### src/rtl/store_unit_pkg.sv
// Package for the LEGv8 store unit.
// Holds the store opcode patterns, the bus geometry, the FSM state type and two
// helpers: opcode -> store size in bytes, and the beat search over a 12-bit
// lane mask (three 4-byte beats).
package store_unit_pkg;

    localparam int INSTR_LEN = 32;
    localparam int WORD      = 64;
    localparam int BUS_W     = 32;
    localparam int BUS_BYTES = 4;

    // Opcode field instruction[31:21]
    localparam logic [10:0] OP_STUR  = 11'b11111000000;
    localparam logic [10:0] OP_STURW = 11'b10111000000;
    localparam logic [10:0] OP_STURH = 11'b01111000000;
    localparam logic [10:0] OP_STURB = 11'b00111000000;

    typedef enum logic [1:0] {
        SU_IDLE,
        SU_SEND,
        SU_DONE
    } su_state_t;

    // Store size in bytes; 0 means the opcode is not a store.
    function automatic logic [3:0] store_size(input logic [10:0] op);
        logic [3:0] size;
        size = 4'd0;
        casez (op)
            OP_STUR:  size = 4'd8;
            OP_STURW: size = 4'd4;
            OP_STURH: size = 4'd2;
            OP_STURB: size = 4'd1;
            default:  size = 4'd0;
        endcase
        return size;
    endfunction

    // Lowest beat index >= from whose 4-bit mask is nonzero.
    // Result is {found, index}.
    function automatic logic [2:0] find_beat(input logic [11:0] mask, input logic [2:0] from);
        logic [2:0] res;
        res = '0;
        for (int unsigned k = 0; k < 3; k++) begin
            if (res[2] == 1'b0 && k >= 32'(from) && mask[4*k +: 4] != 4'b0000) begin
                res = {1'b1, 2'(k)};
            end
        end
        return res;
    endfunction

endpackage

### src/rtl/store_unit_if.sv
// Byte-enabled 32-bit write bus between the store unit (master) and data
// memory (slave). A beat transfers on a cycle where bus_valid & bus_ready.
//   bus_valid  master->slave  beat request
//   bus_ready  slave->master  memory accepts the beat
//   bus_addr   master->slave  word-aligned byte address
//   bus_wdata  master->slave  lane-aligned write data
//   bus_be     master->slave  byte enables, bit i covers bus_wdata[8i+:8]
interface store_unit_if #(
    parameter int ADDR_W = 64
) ();
    logic              bus_valid;
    logic              bus_ready;
    logic [ADDR_W-1:0] bus_addr;
    logic [31:0]       bus_wdata;
    logic [3:0]        bus_be;

    modport master (
        output bus_valid,
        output bus_addr,
        output bus_wdata,
        output bus_be,
        input  bus_ready
    );

    modport slave (
        input  bus_valid,
        input  bus_addr,
        input  bus_wdata,
        input  bus_be,
        output bus_ready
    );
endinterface

### src/rtl/store_unit_lane_aligner.sv
// store_lane_aligner: combinational placement of a 1/2/4/8-byte store onto
// three consecutive 32-bit bus words.
//   i_size    store size in bytes (1,2,4,8)
//   i_off     byte offset within the first word (address[1:0])
//   i_data    register value; bytes above i_size are discarded
//   o_data96  data shifted to its lanes, word k in [32k+:32]
//   o_mask12  byte enables, word k in [4k+:4]
module store_lane_aligner
    import store_unit_pkg::*;
(
    input  logic [3:0]      i_size,
    input  logic [1:0]      i_off,
    input  logic [WORD-1:0] i_data,
    output logic [95:0]     o_data96,
    output logic [11:0]     o_mask12
);

    logic [WORD-1:0] w_trunc;
    logic [11:0]     w_size_mask;

    always_comb begin
        w_trunc = '0;
        for (int unsigned b = 0; b < 8; b++) begin
            if (b < 32'(i_size)) begin
                w_trunc[8*b +: 8] = i_data[8*b +: 8];
            end
        end
        w_size_mask = (12'd1 << i_size) - 12'd1;
        o_mask12    = w_size_mask << i_off;
        o_data96    = {32'b0, w_trunc} << {i_off, 3'b000};
    end

endmodule

### src/rtl/store_unit.sv
// store_unit: store side of the LEGv8 data memory interface.
// Decodes STUR/STURW/STURH/STURB, aligns the register value onto the 32-bit
// byte-enabled bus and issues 1-3 beats, stalling the core until retirement.
//   clk, reset    clock; synchronous active-high reset
//   start         core request for the current instruction
//   instruction   opcode taken from [31:21]
//   address       effective byte address
//   store_data    Rt value
//   stall         hold PC/instruction while high
//   done          one-cycle pulse when the store retires
//   bus           master side of store_unit_if
module store_unit
    import store_unit_pkg::*;
#(
    parameter int ADDR_W = WORD
) (
    input  logic                 clk,
    input  logic                 reset,
    input  logic                 start,
    input  logic [INSTR_LEN-1:0] instruction,
    input  logic [ADDR_W-1:0]    address,
    input  logic [WORD-1:0]      store_data,
    output logic                 stall,
    output logic                 done,
    store_unit_if.master         bus
);

    su_state_t         r_state;
    su_state_t         w_state_next;
    logic [1:0]        r_beat;
    logic [1:0]        w_beat_next;
    logic              w_load;
    logic [95:0]       r_data96;
    logic [11:0]       r_mask12;
    logic [ADDR_W-1:0] r_word_addr;

    logic [3:0]        w_size;
    logic              w_is_store;
    logic [95:0]       w_data96;
    logic [11:0]       w_mask12;
    logic [2:0]        w_first;
    logic [2:0]        w_next;
    logic [ADDR_W-1:0] w_beat_addr;

    // Operand bits with no role in a store.
    logic              w_unused_bits;
    assign w_unused_bits = ^{instruction[20:0], w_first[2]};

    assign w_size     = store_size(instruction[31:21]);
    assign w_is_store = (w_size != 4'd0);

    store_lane_aligner u_aligner (
        .i_size   (w_size),
        .i_off    (address[1:0]),
        .i_data   (store_data),
        .o_data96 (w_data96),
        .o_mask12 (w_mask12)
    );

    // The aligned image is latched instead of the raw operands, so later
    // input changes cannot disturb the beats in flight.
    assign w_first     = find_beat(w_mask12, 3'd0);
    assign w_next      = find_beat(r_mask12, {1'b0, r_beat} + 3'd1);
    assign w_beat_addr = r_word_addr + ADDR_W'({r_beat, 2'b00});

    always_ff @(posedge clk) begin
        if (reset) begin
            r_state     <= SU_IDLE;
            r_beat      <= '0;
            r_data96    <= '0;
            r_mask12    <= '0;
            r_word_addr <= '0;
        end else begin
            r_state <= w_state_next;
            r_beat  <= w_beat_next;
            if (w_load) begin
                r_data96    <= w_data96;
                r_mask12    <= w_mask12;
                r_word_addr <= {address[ADDR_W-1:2], 2'b00};
            end
        end
    end

    always_comb begin
        w_state_next  = r_state;
        w_beat_next   = r_beat;
        w_load        = 1'b0;
        stall         = 1'b0;
        done          = 1'b0;
        bus.bus_valid = 1'b0;
        bus.bus_addr  = '0;
        bus.bus_wdata = '0;
        bus.bus_be    = '0;

        case (r_state)
            SU_IDLE: begin
                if (start && w_is_store) begin
                    stall        = 1'b1;
                    w_load       = 1'b1;
                    w_beat_next  = w_first[1:0];
                    w_state_next = SU_SEND;
                end
            end
            SU_SEND: begin
                stall         = 1'b1;
                bus.bus_valid = 1'b1;
                bus.bus_addr  = w_beat_addr;
                bus.bus_wdata = r_data96[{r_beat, 5'b00000} +: 32];
                bus.bus_be    = r_mask12[{r_beat, 2'b00} +: 4];
                if (bus.bus_ready) begin
                    if (w_next[2]) begin
                        w_beat_next = w_next[1:0];
                    end else begin
                        w_state_next = SU_DONE;
                    end
                end
            end
            SU_DONE: begin
                done         = 1'b1;
                w_state_next = SU_IDLE;
            end
            default: begin
                w_state_next = SU_IDLE;
            end
        endcase
    end

endmodule

### src/flat_wrapper.sv
// flat-port wrapper written by rule: the top's interface ports become plain ports
module store_unit_flat import store_unit_pkg::*;
#(
    parameter int ADDR_W = WORD
)
  (clk, reset, start, instruction, address, store_data, stall, done, bus_bus_valid, bus_bus_addr, bus_bus_wdata, bus_bus_be, bus_bus_ready);
  store_unit_if #(.ADDR_W(ADDR_W)) bus_i ();
  input  logic clk;
  input  logic reset;
  input  logic start;
  input  logic [INSTR_LEN-1:0] instruction;
  input  logic [ADDR_W-1:0] address;
  input  logic [WORD-1:0] store_data;
  output logic stall;
  output logic done;
  output wire logic [$bits(bus_i.bus_valid)-1:0] bus_bus_valid;
  output wire logic [$bits(bus_i.bus_addr)-1:0] bus_bus_addr;
  output wire logic [$bits(bus_i.bus_wdata)-1:0] bus_bus_wdata;
  output wire logic [$bits(bus_i.bus_be)-1:0] bus_bus_be;
  input wire logic [$bits(bus_i.bus_ready)-1:0] bus_bus_ready;
  assign bus_bus_valid = bus_i.bus_valid;
  assign bus_bus_addr = bus_i.bus_addr;
  assign bus_bus_wdata = bus_i.bus_wdata;
  assign bus_bus_be = bus_i.bus_be;
  assign bus_i.bus_ready = bus_bus_ready;
  store_unit #(.ADDR_W(ADDR_W)) u_core (.clk(clk), .reset(reset), .start(start), .instruction(instruction), .address(address), .store_data(store_data), .stall(stall), .done(done), .bus(bus_i));
endmodule
### config.mk
export PLATFORM = sky130hd
export DESIGN_NAME = store_unit_flat
export DESIGN_NICKNAME = d
export VERILOG_FILES = /design/src/rtl/store_unit_pkg.sv /design/src/rtl/store_unit_if.sv /design/src/rtl/store_unit_lane_aligner.sv /design/src/rtl/store_unit.sv /design/src/flat_wrapper.sv
export SDC_FILE = /design/constraint.sdc
export NUM_CORES = 1
export LEC_CHECK = 0
export CORE_MARGIN = 5
export CORE_UTILIZATION = 45
export DETAILED_ROUTE_END_ITERATION = 8
export PLACE_DENSITY = 0.76
export SLEW_MARGIN = 20
export SYNTH_ARGS = -nofsm -noshare
export SYNTH_HDL_FRONTEND = slang
export SYNTH_SLANG_ARGS = --single-unit
export TNS_END_PERCENT = 100
### constraint.sdc
create_clock -name clk -period 2.4 [get_ports clk]
set_input_delay 0.36 -clock clk [delete_from_list [all_inputs] [get_ports clk]]
set_output_delay 0.36 -clock clk [all_outputs]
set_load 0.02 [all_outputs]
==> flow_summary_export.csv <==
group,metric,value,unit
timing,slew_violations,0,
synth,ys_types,66,
drt,dr_total_vias,12155,
finish,drive_gt1_frac,0.312,
synth,ys_seq_area_frac,0.333,
run,maxCapViolCount,0,
setup_path,r2r_setup_slack,0.42,ns
setup_path,arrival,2.54,ns
cts,cts_root_buf,"clkbuf_16",
setup_path,path_max_fanout,6,
run_status,status,"complete, but fails checks",
timing,relSlewSlack,0.481,
die,die_area,25300,um^2
finish,nets,1882,
cts,clk_pin_slew,0.06,ns
die,io_pins,267,
drt,drt_pass1_iterations,6,
cts,holdBufCountCts,0,
timing,fin_crit_sh,1.21,
synth,syn_inst,1341,
finish,syn2layout_area_growth,56.0,%
drt,drt_iter0_markers,1380,
setup_path,required,2.04,ns
timing,worst_slack,-0.495,ns
finish,final_cell_mix,"nand2_1 (232), buf_4 (217), nor2_1 (170), dfxtp_1 (148), clkdlybuf4s50_1 (144)",
synth,ys_async_sr_fraction,0,
die,die_w,159,um
drt,ant_nets,0,
timing,worstMarginPinSlew,0.775,ns
timing,fin_skew,0.00798,ns
grt,grt_pass1_wl,62300,um
cts,cts_tree,"built",
drt,post-route-drc-count,0,
setup_path,path_class,"flop to primary output",
finish,final_common_cell,"nand2_1",
synth,yosysWarnings,0,
setup_path,reg2reg_to,"u_core.r_data96[82]$_SDFFE_PP0P_",
timing,rsz0062_at_grt,"true",
setup_path,reg2reg_from,"u_core.r_state[0]$_SDFFE_PP0P_",
synth,synth_area_per_cell,7.45,um^2
power,p_per_area,400,nW/um^2
finish,n_antenna_cell,0,
timing,fin_tns_setup,-17.86,ns
synth,synth-edff-count,0,
placed_design,portBuffers,243,
drt,vias_per_cell,6.06,
timing,setup_viol,63,
setup_path,r2r_cells,6,
die,core_area,21800,um^2
die,die_h,159,um
timing,fmax,0.345,GHz
synth,synth_top_cell_by_area,"dfxtp_1",
power,peakVddDrop,0.439,mV
cts,htreeDepth,4,
run_status,violations,"setup timing",
synth,synth_top_area_share,0.333,
cts,clock_latency,0.43,ns
grt,grt_usage,0.299,
die,rows,54,
drt,wl,42500,um
drt,wl_per_cell,21.2,um
cts,cts.sink_count,166,
timing,fin_crit,2.90,ns
synth,synth-seq-cells,166,
grt,antenna_found_initial,0,
hold_path,min_path_cells,2,
setup_path,start_kind,"flop",
hold_path,min_from,"reset",
synth,synth-main-ff-cell,"dfxtp_1",
grt,grt_pass1_vias,11531,
placed_design,dp_hpwl,27900,um
placed_design,gp_congestion,0.975,
timing,final_hold_viol_count,0,
hold_path,holdPathEnd,"u_core.r_data96[1]$_SDFFE_PP0P_",
cts,cts_buffers,17,
power,p_leak,5.59,nW
die,start_util,0.458,
synth,syn_area,9990,um^2
power,finalPower,6.23,mW
hold_path,worstHoldPathType,"input port to flop",
synth,ys_top_cells_by_area,"dfxtp_1 (33%), nand2_1 (8.9%), a21oi_1 (8.3%)",
grt,grt_max_degree,72,
grt,gr-total-overflow,0,
setup_path,crit_path_end_kind,"primary output",
cts,clockBufferDepth,2,
cells by family (layout without fill, tap and decap cells):
family	count (synthesis)	count (layout)	share of synthesized area
and+or+nand+nor	601	601	0.286
AOI/OAI and AO/OA	327	327	0.212
DFF	166	166	0.333
buffers and inverters	128	512	0.0520
muxes	76	76	0.0782
xor gates and xnor gates	38	38	0.0333
adders and majority gates	4	4	0.00576
other	1	2	0.000376
where the power goes:
group,leakage [nW],switching (mW),internal (mW)
Combinational,3.96,0.313,0.331
Sequential,1.35,0.00122,2.75
Clock,0.277,1.14,1.69
Total,5.59,1.45,4.78
worst max-delay path: stages, from the launching register on:
cell and delay [ns]:
dfxtp_2 0.35, ha_4 0.15, fa_2 0.24, nand3_4 0.10, nor3_4 0.16, nand3_2 0.15, buf_6 0.18, or4_4 0.51
a21oi_2 0.15, buf_6 0.13
per-stage QoR:
stage          setup slack (ns)  utilization  instance area, um^2  hold slack, ns  instances
6_report                 -0.495        0.714                15600           0.393       2006
5_1_grt                  -0.605        0.714                15600           0.384       2006
4_1_cts                  -0.509        0.683                14900           0.365       1983
3_5_place_dp             -0.567        0.637                13900           0.445       1932
3_3_place_gp             -0.507        0.637                13900           0.438       1932
2_1_floorplan           -0.0398            -                10100           0.431       1342
state kept, by name, indices dropped and copies added (netlist names):
name and flops:
u_core.r_data96 88, u_core.r_mask12 12, u_core.r_state 2, u_core.r_beat 2, u_core.r_word_addr 62
synth_stat cells, types with 10 or more instances:
cell type	count
xor2_1	30
nand2_1	237
buf_2	16
nand3_1	31
nor2_1	175
or4_1	15
inv_1	13
o22ai_1	16
mux2i_1	60
and2_1	10
dfxtp_1	166
nor3_2	11
a22oi_1	34
clkbuf_1	85
and3_1	10
nor2b_1	14
a2bb2oi_1	16
a211oi_1	10
o21ai_0	20
mux2_2	16
nand4_1	33
nor3_1	18
or3_1	11
a21oi_1	165
o31ai_1	15
what timing repair did:
item | CTS | global route
setup endpoints to repair | 98 | 94
setup buffers | 16 | 22
pin swaps | 47 | 67
gates resized for setup | 459 | 156
cloned | 4 | 6
layout make-up:
class / count / area (um^2)
clock buffer: 24 / 472
clock inverter: 7 / 121
fill: 1642 / 6240
inverter: 14 / 52.6
multi-input combinational: 1048 / 6930
sequential: 166 / 3350
tap: 280 / 350
timing repair buffer: 467 / 4300
per-layer routing:
metal  vias up  GRT usage  routed length [um]  share of wire
li1       5496          -                   -              -
met1      5710      0.374               16200           0.38
met2       769      0.506               20100           0.47
met3       180     0.0689                4070          0.096
met4         0      0.102                2100          0.049
met5         -          0                   0              0
worst max-delay path by stage:
stage	from	end	slack [ns]	cells after the start
after floorplan	u_core.r_beat[0]$_SDFFE_PP0P_	bus_bus_addr[54]	-0.04	8
after global placement	u_core.r_word_addr[2]$_SDFFE_PP0P_	bus_bus_addr[54]	-0.51	9
after detailed placement	u_core.r_word_addr[2]$_SDFFE_PP0P_	bus_bus_addr[54]	-0.57	9
after CTS	u_core.r_beat[1]$_SDFFE_PP0P_	bus_bus_addr[57]	-0.51	9
after global routing	u_core.r_word_addr[2]$_SDFFE_PP0P_	bus_bus_addr[52]	-0.60	9
final	u_core.r_word_addr[2]$_SDFFE_PP0P_	bus_bus_addr[52]	-0.50	9
(Power assumes the default switching activity.)
